`src/rtl/scaled_timer_pkg.sv`:
```
// Shared types and BCD helpers for the scaled per-round countdown timer.
package scaled_timer_pkg;

    typedef enum logic [1:0] {
        IDLE    = 2'd0,
        RUN     = 2'd1,
        EXPIRED = 2'd2
    } state_t;

    localparam logic [3:0] MAX_SCALE = 4'd9;
    localparam logic [6:0] WARN_SEC  = 7'd3;

    // Two-digit BCD decrement; saturates at 00 so the display never wraps.
    function automatic logic [7:0] bcd_dec(input logic [3:0] tens, input logic [3:0] ones);
        if (tens == 4'd0 && ones == 4'd0)
            return 8'h00;
        else if (ones == 4'd0)
            return {tens - 4'd1, 4'd9};
        else
            return {tens, ones - 4'd1};
    endfunction

    function automatic logic [7:0] bin2bcd(input logic [6:0] bin);
        return {4'(bin / 7'd10), 4'(bin % 7'd10)};
    endfunction

endpackage

```
`src/rtl/scaled_digit_timer_if.sv`:
```
// Control/display bundle between the game controller and the round timer.
// The warn signal exists only when SCALED_TIMER_WARN_EN is defined.
interface scaled_digit_timer_if;
    logic       start;
    logic       stop;
    logic [3:0] scale_num;
    logic [3:0] tens;
    logic [3:0] ones;
    logic       running;
    logic       timeout;
`ifdef SCALED_TIMER_WARN_EN
    logic       warn;
`endif

    modport master (
        output start, stop, scale_num,
        input  tens, ones, running, timeout
`ifdef SCALED_TIMER_WARN_EN
        , input warn
`endif
    );

    modport slave (
        input  start, stop, scale_num,
        output tens, ones, running, timeout
`ifdef SCALED_TIMER_WARN_EN
        , output warn
`endif
    );
endinterface

```
`src/rtl/sec_tick_gen.sv`:
```
// Prescaler producing a one-cycle tick every TICKS_PER_SEC enabled cycles.
module sec_tick_gen #(
    parameter int TICKS_PER_SEC = 50000000
) (
    input  logic clk,
    input  logic rst,
    input  logic clear_i,
    input  logic enable_i,
    output logic tick_o
);
    localparam int            CW   = (TICKS_PER_SEC > 1) ? $clog2(TICKS_PER_SEC) : 1;
    localparam logic [CW-1:0] LAST = CW'(TICKS_PER_SEC - 1);

    logic [CW-1:0] cnt_q;

    // A clear in the wrap cycle swallows that tick.
    assign tick_o = enable_i && !clear_i && (cnt_q == LAST);

    always_ff @(posedge clk) begin
        if (!rst)
            cnt_q <= '0;
        else if (clear_i)
            cnt_q <= '0;
        else if (enable_i)
            cnt_q <= (cnt_q == LAST) ? '0 : cnt_q + 1'b1;
    end
endmodule

```
`src/rtl/scaled_digit_timer.sv`:
```
// Per-round BCD countdown timer; load value shrinks with the scale level.
// Optional warn output enabled by defining SCALED_TIMER_WARN_EN.
module scaled_digit_timer
    import scaled_timer_pkg::*;
#(
    parameter int TICKS_PER_SEC = 50000000,
    parameter int BASE_SEC      = 12
) (
    input  logic                  clk,
    input  logic                  rst,
    scaled_digit_timer_if.slave   bus
);
    state_t     state_q, state_d;
    logic [3:0] tens_q, tens_d, ones_q, ones_d;
    logic       running_q, timeout_q, timeout_d;
    logic       load, halt, tick;
    logic [3:0] scale_clamped;
    logic [6:0] load_bin;
    logic [7:0] load_bcd, dec_bcd;

    // stop dominates start in every state; it only changes state from RUN.
    assign halt          = bus.stop && (state_q == RUN);
    assign load          = bus.start && !bus.stop;
    assign scale_clamped = (bus.scale_num > MAX_SCALE) ? MAX_SCALE : bus.scale_num;
    assign load_bin      = 7'(BASE_SEC) - {3'b000, scale_clamped};
    assign load_bcd      = bin2bcd(load_bin);
    assign dec_bcd       = bcd_dec(tens_q, ones_q);

    sec_tick_gen #(.TICKS_PER_SEC(TICKS_PER_SEC)) u_tick (
        .clk      (clk),
        .rst      (rst),
        .clear_i  (load || halt),
        .enable_i (state_q == RUN),
        .tick_o   (tick)
    );

    always_comb begin
        state_d   = state_q;
        tens_d    = tens_q;
        ones_d    = ones_q;
        timeout_d = 1'b0;
        if (halt) begin
            state_d = IDLE;
        end else if (load) begin
            state_d          = RUN;
            {tens_d, ones_d} = load_bcd;
        end else if (state_q == RUN && tick) begin
            {tens_d, ones_d} = dec_bcd;
            if (tens_q == 4'd0 && ones_q == 4'd1) begin
                state_d   = EXPIRED;
                timeout_d = 1'b1;
            end
        end
    end

    always_ff @(posedge clk) begin
        if (!rst) begin
            state_q   <= IDLE;
            tens_q    <= 4'd0;
            ones_q    <= 4'd0;
            running_q <= 1'b0;
            timeout_q <= 1'b0;
        end else begin
            state_q   <= state_d;
            tens_q    <= tens_d;
            ones_q    <= ones_d;
            running_q <= (state_d == RUN);
            timeout_q <= timeout_d;
        end
    end

    assign bus.tens    = tens_q;
    assign bus.ones    = ones_q;
    assign bus.running = running_q;
    assign bus.timeout = timeout_q;

`ifdef SCALED_TIMER_WARN_EN
    logic warn_q;

    always_ff @(posedge clk) begin
        if (!rst)
            warn_q <= 1'b0;
        else
            warn_q <= (state_d == RUN) && (tens_d == 4'd0) && ({3'b000, ones_d} <= WARN_SEC);
    end

    assign bus.warn = warn_q;
`endif
endmodule

```
`src/flat_wrapper.sv`:
```
// flat-port wrapper written by rule: the top's interface ports become plain ports
module scaled_digit_timer_flat import scaled_timer_pkg::*;
#(
    parameter int TICKS_PER_SEC = 50000000,
    parameter int BASE_SEC      = 12
)
  (clk, rst, bus_start, bus_stop, bus_scale_num, bus_tens, bus_ones, bus_running, bus_timeout);
  scaled_digit_timer_if bus_i ();
  input  logic clk;
  input  logic rst;
  input wire logic [$bits(bus_i.start)-1:0] bus_start;
  input wire logic [$bits(bus_i.stop)-1:0] bus_stop;
  input wire logic [$bits(bus_i.scale_num)-1:0] bus_scale_num;
  output wire logic [$bits(bus_i.tens)-1:0] bus_tens;
  output wire logic [$bits(bus_i.ones)-1:0] bus_ones;
  output wire logic [$bits(bus_i.running)-1:0] bus_running;
  output wire logic [$bits(bus_i.timeout)-1:0] bus_timeout;
  assign bus_i.start = bus_start;
  assign bus_i.stop = bus_stop;
  assign bus_i.scale_num = bus_scale_num;
  assign bus_tens = bus_i.tens;
  assign bus_ones = bus_i.ones;
  assign bus_running = bus_i.running;
  assign bus_timeout = bus_i.timeout;
  scaled_digit_timer #(.TICKS_PER_SEC(TICKS_PER_SEC), .BASE_SEC(BASE_SEC)) u_core (.clk(clk), .rst(rst), .bus(bus_i));
endmodule
```
`config.mk`:
```
export PLATFORM = sky130hd
export DESIGN_NAME = scaled_digit_timer_flat
export DESIGN_NICKNAME = d
export VERILOG_FILES = /design/src/rtl/scaled_timer_pkg.sv /design/src/rtl/scaled_digit_timer_if.sv /design/src/rtl/sec_tick_gen.sv /design/src/rtl/scaled_digit_timer.sv /design/src/flat_wrapper.sv
export SDC_FILE = /design/constraint.sdc
export NUM_CORES = 1
export LEC_CHECK = 0
export CAP_MARGIN = 20
export CORE_MARGIN = 10
export CORE_UTILIZATION = 52
export CTS_CLUSTER_DIAMETER = 100
export DETAILED_ROUTE_END_ITERATION = 12
export PLACE_DENSITY_LB_ADDON = 0.3
export SETUP_SLACK_MARGIN = 0.02
export SLEW_MARGIN = 20
export SYNTH_ARGS = -nofsm -noshare
export SYNTH_HDL_FRONTEND = slang
export SYNTH_HIERARCHICAL = 1
export SYNTH_SLANG_ARGS = --single-unit
```
`constraint.sdc`:
```
create_clock -name clk -period 2.2 [get_ports clk]
set_clock_uncertainty 0.15 [all_clocks]
set_input_delay 0.44 -clock clk [delete_from_list [all_inputs] [get_ports clk]]
set_output_delay 0.44 -clock clk [all_outputs]
set_load 0.01 [all_outputs]
```
==> results_dict.tcl <==
set metrics [dict create \
    crit_buf_inv 1 \
    drt_iter0_markers 92 \
    die_w_um 85.21 \
    postRouteAntennaNets 0 \
    cts_tree "done" \
    yosysSeqAreaShare 0.3441 \
    fin_ws_ns -0.1367 \
    async_flop_share 0 \
    worstMarginPinSlew_ns 0.3496 \
    synth_area_mm2 0.002211 \
    nNetsFinal 335 \
    timing_hold_violations_final 0 \
    slowest_delay_ns 0.45 \
    dp_slack_ns -0.6123 \
    cp_slowest_cell "or4_4" \
    hpwl_um 3837 \
    die_y_um 85.21 \
    clock.fmax_ghz 0.4280 \
    n_antenna_cell 0 \
    seqCellArea_um2 763.2 \
    crit_fanout 5 \
    cts-root-buf "clkbuf_8" \
    startpoint_type "register" \
    io_pins 18 \
    vias_per_cell 5.824 \
    fillers 291 \
    grt-ovfl-total 0 \
    htree_levels 2 \
    area_growth_pct 34.63 \
    clock_latency_ns 0.30 \
    hold_class "reg -> reg" \
    multi_input_area_mm2 0.001441 \
    fin_crit_sh 1.062 \
    synth.distinct_cells 53 \
    postSynthAreaPerCell_um2 8.843 \
    initial_core_util 0.5449 \
    ys.warnings.count 6 \
    relSlewSlack 0.7667 \
    routedWlPerCell_um 15.23 \
    hp-start "u_core/u_tick/cnt_q[25]" \
    first_pass_iters 4 \
    stdcell_count 369 \
    antenna_found_initial 0 \
    crit_path_end_kind "register" \
    path_cells "nand4b_1, or4_4, nor4_2, and3b_2, buf_4, nand4_1, a21oi_1, nor3b_1" \
    port_buffers 17 \
    drive_gt1_frac 0.3197 \
    crit_arrival_ns 2.38 \
    hold_buffers 0 \
    cts_sinks 38 \
    totalPowerFinal_mw 1.543 \
    routed_wl_um 5619 \
    r2r_slack_ns -0.14 \
    violations "negative setup slack" \
    fin_setup_tns_ns -0.8318 \
    core_mm2 0.004058 \
    syn_inst 250 \
    grt_usage 0.1601 \
    dp_cells 353 \
    grt_max_degree 15 \
    rsz0062_at_grt "true" \
    die_area_mm2 0.007260 \
    gp_congestion 0.8306 \
    maxSlewViolCount 0 \
    critPathTopFamily "simple AND/OR/NAND/NOR gates" \
    power.leakage_nw 1.159 \
    clockBufferDepth 2 \
    fin_crit_ns 2.337 \
    status "complete, but fails checks" \
    required_ns 2.24 \
    layout_common_cells "buf_4 (54), dfxtp_1 (36), nand2_1 (19), nor2_1 (19)" \
    layout_commonest_cell "buf_4" \
    final_util 0.7336 \
    r2r-start "u_core/u_tick/cnt_q[10]" \
    min_to "u_core/u_tick/cnt_q[25]" \
    cts_made_buffers 5 \
    std_cell_rows 23 \
    synth_edf_count 0 \
    vdd_drop_max_mv 0.3466 \
    yosys_register_bits 38 \
    drc 0 \
    worstReg2RegEnd "u_core/bus.running" \
    rr_worst_depth 8 \
    synth_fp_nets 266 \
    vias 2149 \
    grt_pass1_vias 2171 \
    finalSetupViolCount 10 \
    synthFlopType "dfxtp_1" \
    drv_cap 0 \
    worstSetupPathType "reg -> reg" \
    hold_depth 2 \
    clkTransAtPathRegs_ns 0.07 \
    grt_pass1_wl_um 9832 \
    powerDensity_mw_per_mm2 518.5 \
]
[where the power goes]
| group | total, mW | internal [mW] | switching [mW] | leakage, nW |
|---|---|---|---|---|
| Sequential | 0.707 | 0.696 | 0.0117 | 0.308 |
| Clock | 0.615 | 0.363 | 0.253 | 0.0573 |
| Combinational | 0.220 | 0.112 | 0.108 | 0.793 |
[routing by layer]
metal  routed length [um]  vias to the layer above  track usage
met4                   39                        0      0.05689
li1                     -                     1058            -
met2                 2931                       37       0.2813
met3                  203                        5      0.04398
met5                    0                        -            0
met1                 2445                     1049       0.1795
[stage by stage]
step	instance area (um2)	hold WS, ns
floorplan	2237	0.2953
global placement	2718	0.3237
detailed placement	2718	0.3208
CTS	2947	0.3343
global route	2977	0.3637
finish	2977	0.3399
[worst max-delay path by stage]
stage                       startpoint                 end  slack (ns)  cells past startpoint
6_report       u_core/u_tick/cnt_q[10]  u_core/bus.running       -0.14                      8
2_1_floorplan        u_core/state_q[1]  u_core/bus.tens[0]       -0.03                     11
5_1_grt        u_core/u_tick/cnt_q[10]  u_core/bus.running       -0.24                      8
3_5_place_dp          bus_scale_num[2]  u_core/bus.ones[2]       -0.61                     10
4_1_cts        u_core/u_tick/cnt_q[10]  u_core/bus.tens[0]       -0.08                      7
3_3_place_gp          bus_scale_num[1]  u_core/bus.ones[1]       -0.46                     10
[synth_stat cells (4+ instances only)]
cell type,n,area (um2)
a21oi_1,14,70.07
and3_1,5,31.28
and4_1,4,35.03
buf_6,5,56.30
dfxtp_1,38,760.7
ha_1,8,100.1
inv_1,7,26.28
nand2_1,21,78.83
nand3_1,13,65.06
nand4_1,9,56.30
nor2_1,21,78.83
nor2b_1,4,25.02
nor4_1,5,31.28
o21a_1,4,30.03
o21ai_0,7,35.03
o31ai_1,8,60.06
or3_1,7,43.79
or4_1,5,37.54
xnor2_1,5,43.79
xor2_1,10,87.58
[registers in the layout (all words and copies together), names as in the netlist]
| register | flops |
|---|---|
| u_core/bus.tens | 4 |
| u_core/bus.running | 1 |
| u_core/bus.ones | 4 |
| u_core/u_tick/cnt_q | 26 |
| u_core/bus.timeout | 1 |
| u_core/state_q | 2 |
[logic make-up (layout without fill, tap and decap cells)]
| group | after synthesis | in the layout | share of synthesized area |
|---|---|---|---|
| buf+inv | 17 | 86 | 0.05150 |
| flops | 38 | 38 | 0.3441 |
| xor+xnor | 15 | 15 | 0.05942 |
| fa+ha+maj | 8 | 8 | 0.04528 |
| simple gates | 121 | 121 | 0.3288 |
| compound gates | 48 | 48 | 0.1573 |
| mux | 3 | 3 | 0.01358 |
[worst min-delay path: stages (launching register included)]
cell and delay [ns]:
dfxtp_1 0.33, o31ai_1 0.07, a21oi_1 0.05
[repair_timing]
| item | in CTS | in global routing |
|---|---|---|
| pin swaps | 15 | 9 |
| buffers inserted | 9 | 0 |
| gates resized for setup | 19 | 13 |
| setup endpoints to repair | 11 | 13 |
[area by class of cell]
class	count	area share
multi-input cells	195	0.4842
flip-flops and latches	38	0.2564
repair buffers	72	0.1917
clock buffers	6	0.02774
well taps	50	0.02102
clock inverters	1	0.01009
inverters	7	0.008827
Note: power is estimated with default switching activity, not from simulation.
==> patch 1, RTL diff (same flow settings) <==
`TICKS_PER_SEC` is set to 50000000 in 3 places; all go to 25000000.
--- a/src/rtl/sec_tick_gen.sv
+++ b/src/rtl/sec_tick_gen.sv
@@ -1,6 +1,6 @@
 // Prescaler producing a one-cycle tick every TICKS_PER_SEC enabled cycles.
 module sec_tick_gen #(
-    parameter int TICKS_PER_SEC = 50000000
+    parameter int TICKS_PER_SEC = 25000000
 ) (
     input  logic clk,
     input  logic rst,
--- a/src/rtl/scaled_digit_timer.sv
+++ b/src/rtl/scaled_digit_timer.sv
@@ -3,7 +3,7 @@
 module scaled_digit_timer
     import scaled_timer_pkg::*;
 #(
-    parameter int TICKS_PER_SEC = 50000000,
+    parameter int TICKS_PER_SEC = 25000000,
     parameter int BASE_SEC      = 12
 ) (
     input  logic                  clk,
--- a/src/flat_wrapper.sv
+++ b/src/flat_wrapper.sv
@@ -1,7 +1,7 @@
 // flat-port wrapper written by rule: the top's interface ports become plain ports
 module scaled_digit_timer_flat import scaled_timer_pkg::*;
 #(
-    parameter int TICKS_PER_SEC = 50000000,
+    parameter int TICKS_PER_SEC = 25000000,
     parameter int BASE_SEC      = 12
 )
   (clk, rst, bus_start, bus_stop, bus_scale_num, bus_tens, bus_ones, bus_running, bus_timeout);
Formal check against the unedited RTL: same outputs for any inputs over 10 cycles, from zero or initial values and one cycle with rst low; that may be too few to reach the edited logic, so the function may still have changed.
==> patch 1 against the unedited design <==
  * Setup slack better by 0.046 ns
  * The run still ends with negative setup slack left
  * Synthesized cell count down 4.0%
  * Sequential cell count down 1
  * Total power up 2.6%
  * Non-clock buffer count down 3
  * Area after synthesis down 6.3%
  * Final area down 2.3%
  * Routed wire length down 4.6%
  * First-iteration DRC count up 120%
  * Critical path depth up 2
  * Largest cell class unchanged
  * Critical path type unchanged
==> patch 1: results (changes against the unedited design) <==
outcome: finished, violations left (unchanged)
violated checks: negative setup slack (unchanged)
Seq/total area: 25.60% (was 25.64%)
leakage dissipation: 1.103 nW (was 1.159 nW)
met1 routing resource usage after global routing: 18.11% (was 17.95%)
Final setup viols: 7 (was 10)
worst IR drop on VDD: 470.9 uV (was 346.6 uV)
min setup slack post-route: -0.09090 ns (was -0.1367 ns)
Commonest cells post-synth: sky130_fd_sc_hd__dfxtp_1, sky130_fd_sc_hd__nor2_1, sky130_fd_sc_hd__nand4_1, sky130_fd_sc_hd__nand2_1, sky130_fd_sc_hd__a21oi_1 (was sky130_fd_sc_hd__dfxtp_1, sky130_fd_sc_hd__nand2_1, sky130_fd_sc_hd__nor2_1, sky130_fd_sc_hd__a21oi_1, sky130_fd_sc_hd__nand3_1)
number of filler instances in the final layout: 255 (was 291)
sequential area share after synthesis: 35.75% (was 34.41%)
startpoint of the lowest-slack hold path: u_core/u_tick/cnt_q[22] (was u_core/u_tick/cnt_q[25])
global-route track usage on met2: 25.56% (was 28.13%)
amount of wire on met2 after detailed routing: 2674 um (was 2931 um)
Worst Hold Margin: 0.3445 ns (was 0.3399 ns)
aggregate global-route resource usage: 15.29% (was 16.01%)
Hold Path Sink: u_core/u_tick/cnt_q[22] (was u_core/u_tick/cnt_q[25])
Met3 Routed Length: 296 um (was 203 um)
via total after detailed routing: 2,080 (was 2,149)
capture point of the worst reg-to-reg path: u_core/bus.ones[0] (was u_core/bus.running)
number of flip-flops in the largest register: 25 (was 26)
multi-input gate share of the layout cell area: 47.46% (was 48.42%)
clock sinks: 37 (was 38)
met3 global-route usage: 4.004% (was 4.398%)
multi-input gates: 186 (was 195)
global-route wire length before repair: 9225 um (was 9832 um)
ratio of cells with drive above 1 in the final layout: 31.60% (was 31.97%)
biggest fanout along the worst timing path: 6 (was 5)
buffers inserted by post-CTS timing repair: 4 (was 9)
post-route core utilization: 77.67% (was 73.36%)
Placed Area: 2628 sq um (was 2718 sq um)
FF-to-FF path depth: 10 (was 8)
layout buffer count excluding clock buffers: 69 (was 72)
overall routed net length: 5361 um (was 5619 um)
number of global-route vias before repair: 2,046 (was 2,171)
# resized after CTS: 16 (was 19)
patch 1: cell count changes in the layout (fill, tap and decap cells not counted), moves of 4 or more:
cell,delta
sky130_fd_sc_hd__buf_4,-4
sky130_fd_sc_hd__nand2_1,-6
sky130_fd_sc_hd__nand3_1,-4
sky130_fd_sc_hd__nand4_1,+7
sky130_fd_sc_hd__o21ai_0,+4
sky130_fd_sc_hd__o31ai_1,-7
patch 1: power groups by stage:
stage	Clock, mW	Sequential, mW	Combinational (mW)
floorplan	0	0.706	0.101
global placement	0	0.704	0.174
detailed placement	0	0.704	0.178
CTS	0.698	0.688	0.195
global route	0.729	0.690	0.225
finish	0.692	0.689	0.203
patch 1: worst max path at each step:
stage | from | to | slack, ns | cells after the start
3_5_place_dp | bus_scale_num[1] | u_core/bus.ones[1] | -0.49 | 10
2_1_floorplan | u_core/state_q[1] | u_core/bus.tens[0] | 0.01 | 10
4_1_cts | u_core/state_q[1] | u_core/bus.tens[3] | -0.02 | 9
3_3_place_gp | bus_scale_num[2] | u_core/bus.ones[1] | -0.43 | 10
6_report | u_core/state_q[1] | u_core/bus.ones[0] | -0.09 | 10
5_1_grt | bus_stop | u_core/bus.tens[3] | -0.26 | 9
patch 1: through the flow:
step / worst slack [ns] / setup TNS [ns] / instances
floorplan: 0.009817 / 0 / 240
global placement: -0.4278 / -3.670 / 342
detailed placement: -0.4915 / -4.710 / 342
CTS: -0.02332 / -0.04877 / 354
global route: -0.2556 / -2.156 / 355
finish: -0.09090 / -0.4079 / 355
patch 1: kinds of logic after synthesis:
family / after synthesis / share of synthesized area [%]
simple gates: 117 / 33.82
xor+xnor: 16 / 6.764
fa+ha+maj: 7 / 4.227
compound gates: 43 / 14.43
buf+inv: 17 / 3.563
mux: 3 / 1.449
flops: 37 / 35.75
==> patch 2, RTL diff (same flow settings) <==
Without the edit above. Re-encode `state_t` (3 states) as one-hot, 3 bits wide.
--- a/src/rtl/scaled_timer_pkg.sv
+++ b/src/rtl/scaled_timer_pkg.sv
@@ -1,10 +1,10 @@
 // Shared types and BCD helpers for the scaled per-round countdown timer.
 package scaled_timer_pkg;
 
-    typedef enum logic [1:0] {
-        IDLE    = 2'd0,
-        RUN     = 2'd1,
-        EXPIRED = 2'd2
+    typedef enum logic [2:0] {
+        IDLE    = 3'b001,
+        RUN     = 3'b010,
+        EXPIRED = 3'b100
     } state_t;
 
     localparam logic [3:0] MAX_SCALE = 4'd9;
Behaviour: same outputs for any inputs over 10 cycles, from zero or initial values and one cycle with rst low; not proved beyond that.
==> patch 2 against the unedited design <==
  * The run still ends with negative setup slack left
  * Final area increased by 1.5%
  * Total power fell by 6.8%
  * Routed wire length fell by 1.1%
  * Core utilization up 1.1 points
  * Sequential cell count rose by 1
  * Maximum frequency decreased by 3.4%
  * Area after synthesis is 0.62% higher
  * Setup slack got worse by 0.082 ns
  * Clock power shrank 22%
  * Critical path type unchanged
==> patch 2: results (changes against the unedited design) <==
WP data arrival: 2.45 ns (was 2.38 ns)
placement-stage worst setup slack: -0.7962 ns (was -0.6123 ns)
top post-synthesis cells by area: sky130_fd_sc_hd__dfxtp_1, sky130_fd_sc_hd__ha_1, sky130_fd_sc_hd__nor2_1, sky130_fd_sc_hd__a21oi_1, sky130_fd_sc_hd__xor2_1 (was sky130_fd_sc_hd__dfxtp_1, sky130_fd_sc_hd__ha_1, sky130_fd_sc_hd__xor2_1, sky130_fd_sc_hd__nand2_1, sky130_fd_sc_hd__nor2_1)
area taken by flip-flops and latches: 783.3 sq um (was 763.2 sq um)
number of placed instances, taps included: 367 (was 353)
Detail Placement HPWL: 4066 um (was 3837 um)
relative area of non-clock buffer cells in the final design: 19.22% (was 19.17%)
ratio of cells with drive above 1 in the final layout: 30.61% (was 31.97%)
outcome: finished, violations left (unchanged)
Final TNS setup: -1.864 ns (was -0.8318 ns)
sw power: 379.2 uW (was 372.2 uW)
sequential area share after synthesis: 35.10% (was 34.41%)
Final setup viols: 12 (was 10)
Layout area overhead: 35.77% (was 34.63%)
Hold Path Sink: u_core/u_tick/cnt_q[19] (was u_core/u_tick/cnt_q[25])
capture point of the worst reg-to-reg path: u_core/bus.tens[0] (was u_core/bus.running)
Placer Congestion: 0.8210 (was 0.8306)
worst IR drop on VDD: 332.6 uV (was 346.6 uV)
global-route wire length before repair: 9742 um (was 9832 um)
violated checks: negative setup slack (unchanged)
CP max stage delay: 0.47 ns (was 0.45 ns)
via total after detailed routing: 2,176 (was 2,149)
Cell Count, Final, Fillers Out: 380 (was 369)
met1 routing resource usage after global routing: 19.15% (was 17.95%)
Post-Syn Nets: 275 (was 266)
global-route track usage on met2: 26.43% (was 28.13%)
pin count of the biggest net entering global routing: 13 (was 15)
# resized after CTS: 27 (was 19)
multi-input gates: 201 (was 195)
count of inverters other than clock inverters in the layout: 10 (was 7)
worst slew slack as a fraction of its limit: 70.03% (was 76.67%)
overall routed net length: 5555 um (was 5619 um)
min setup slack post-route: -0.2184 ns (was -0.1367 ns)
number of storage elements in the synthesis netlist: 39 (was 38)
Worst Hold Margin: 0.3419 ns (was 0.3399 ns)
Met3 Routed Length: 196 um (was 203 um)
multi-input gate share of the layout cell area: 48.72% (was 48.42%)
number of DRC markers in iteration 0: 166 (was 92)
met1 WL: 2584 um (was 2445 um)
buffers inserted by post-CTS timing repair: 4 (was 9)
==> patch 2: cell count changes after synthesis, moves of 3 or more <==
cell,change
sky130_fd_sc_hd__a31o_2,-3
sky130_fd_sc_hd__nor3_1,+4
sky130_fd_sc_hd__a211oi_1,+3
sky130_fd_sc_hd__inv_1,+3
sky130_fd_sc_hd__nand4_1,-3
sky130_fd_sc_hd__nor2_1,+4
sky130_fd_sc_hd__a21oi_1,+3
==> patch 2: logic make-up after synthesis <==
group                      Yosys count  synth area share [%]
AOI/OAI and AO/OA                   57                 17.83
xor gates and xnor gates            14                 5.512
adders and majority gates            8                 4.500
buffers and inverters               19                 5.231
DFF                                 39                 35.10
muxes                                3                 1.350
and+or+nand+nor                    119                 30.48
==> patch 2: power by group through the flow <==
stage	clock network, mW	logic [mW]	registers (mW)
global placement	0	0.206	0.746
floorplan	0	0.115	0.747
CTS	0.489	0.224	0.730
finish	0.480	0.229	0.731
global route	0.522	0.253	0.733
detailed placement	0	0.209	0.746
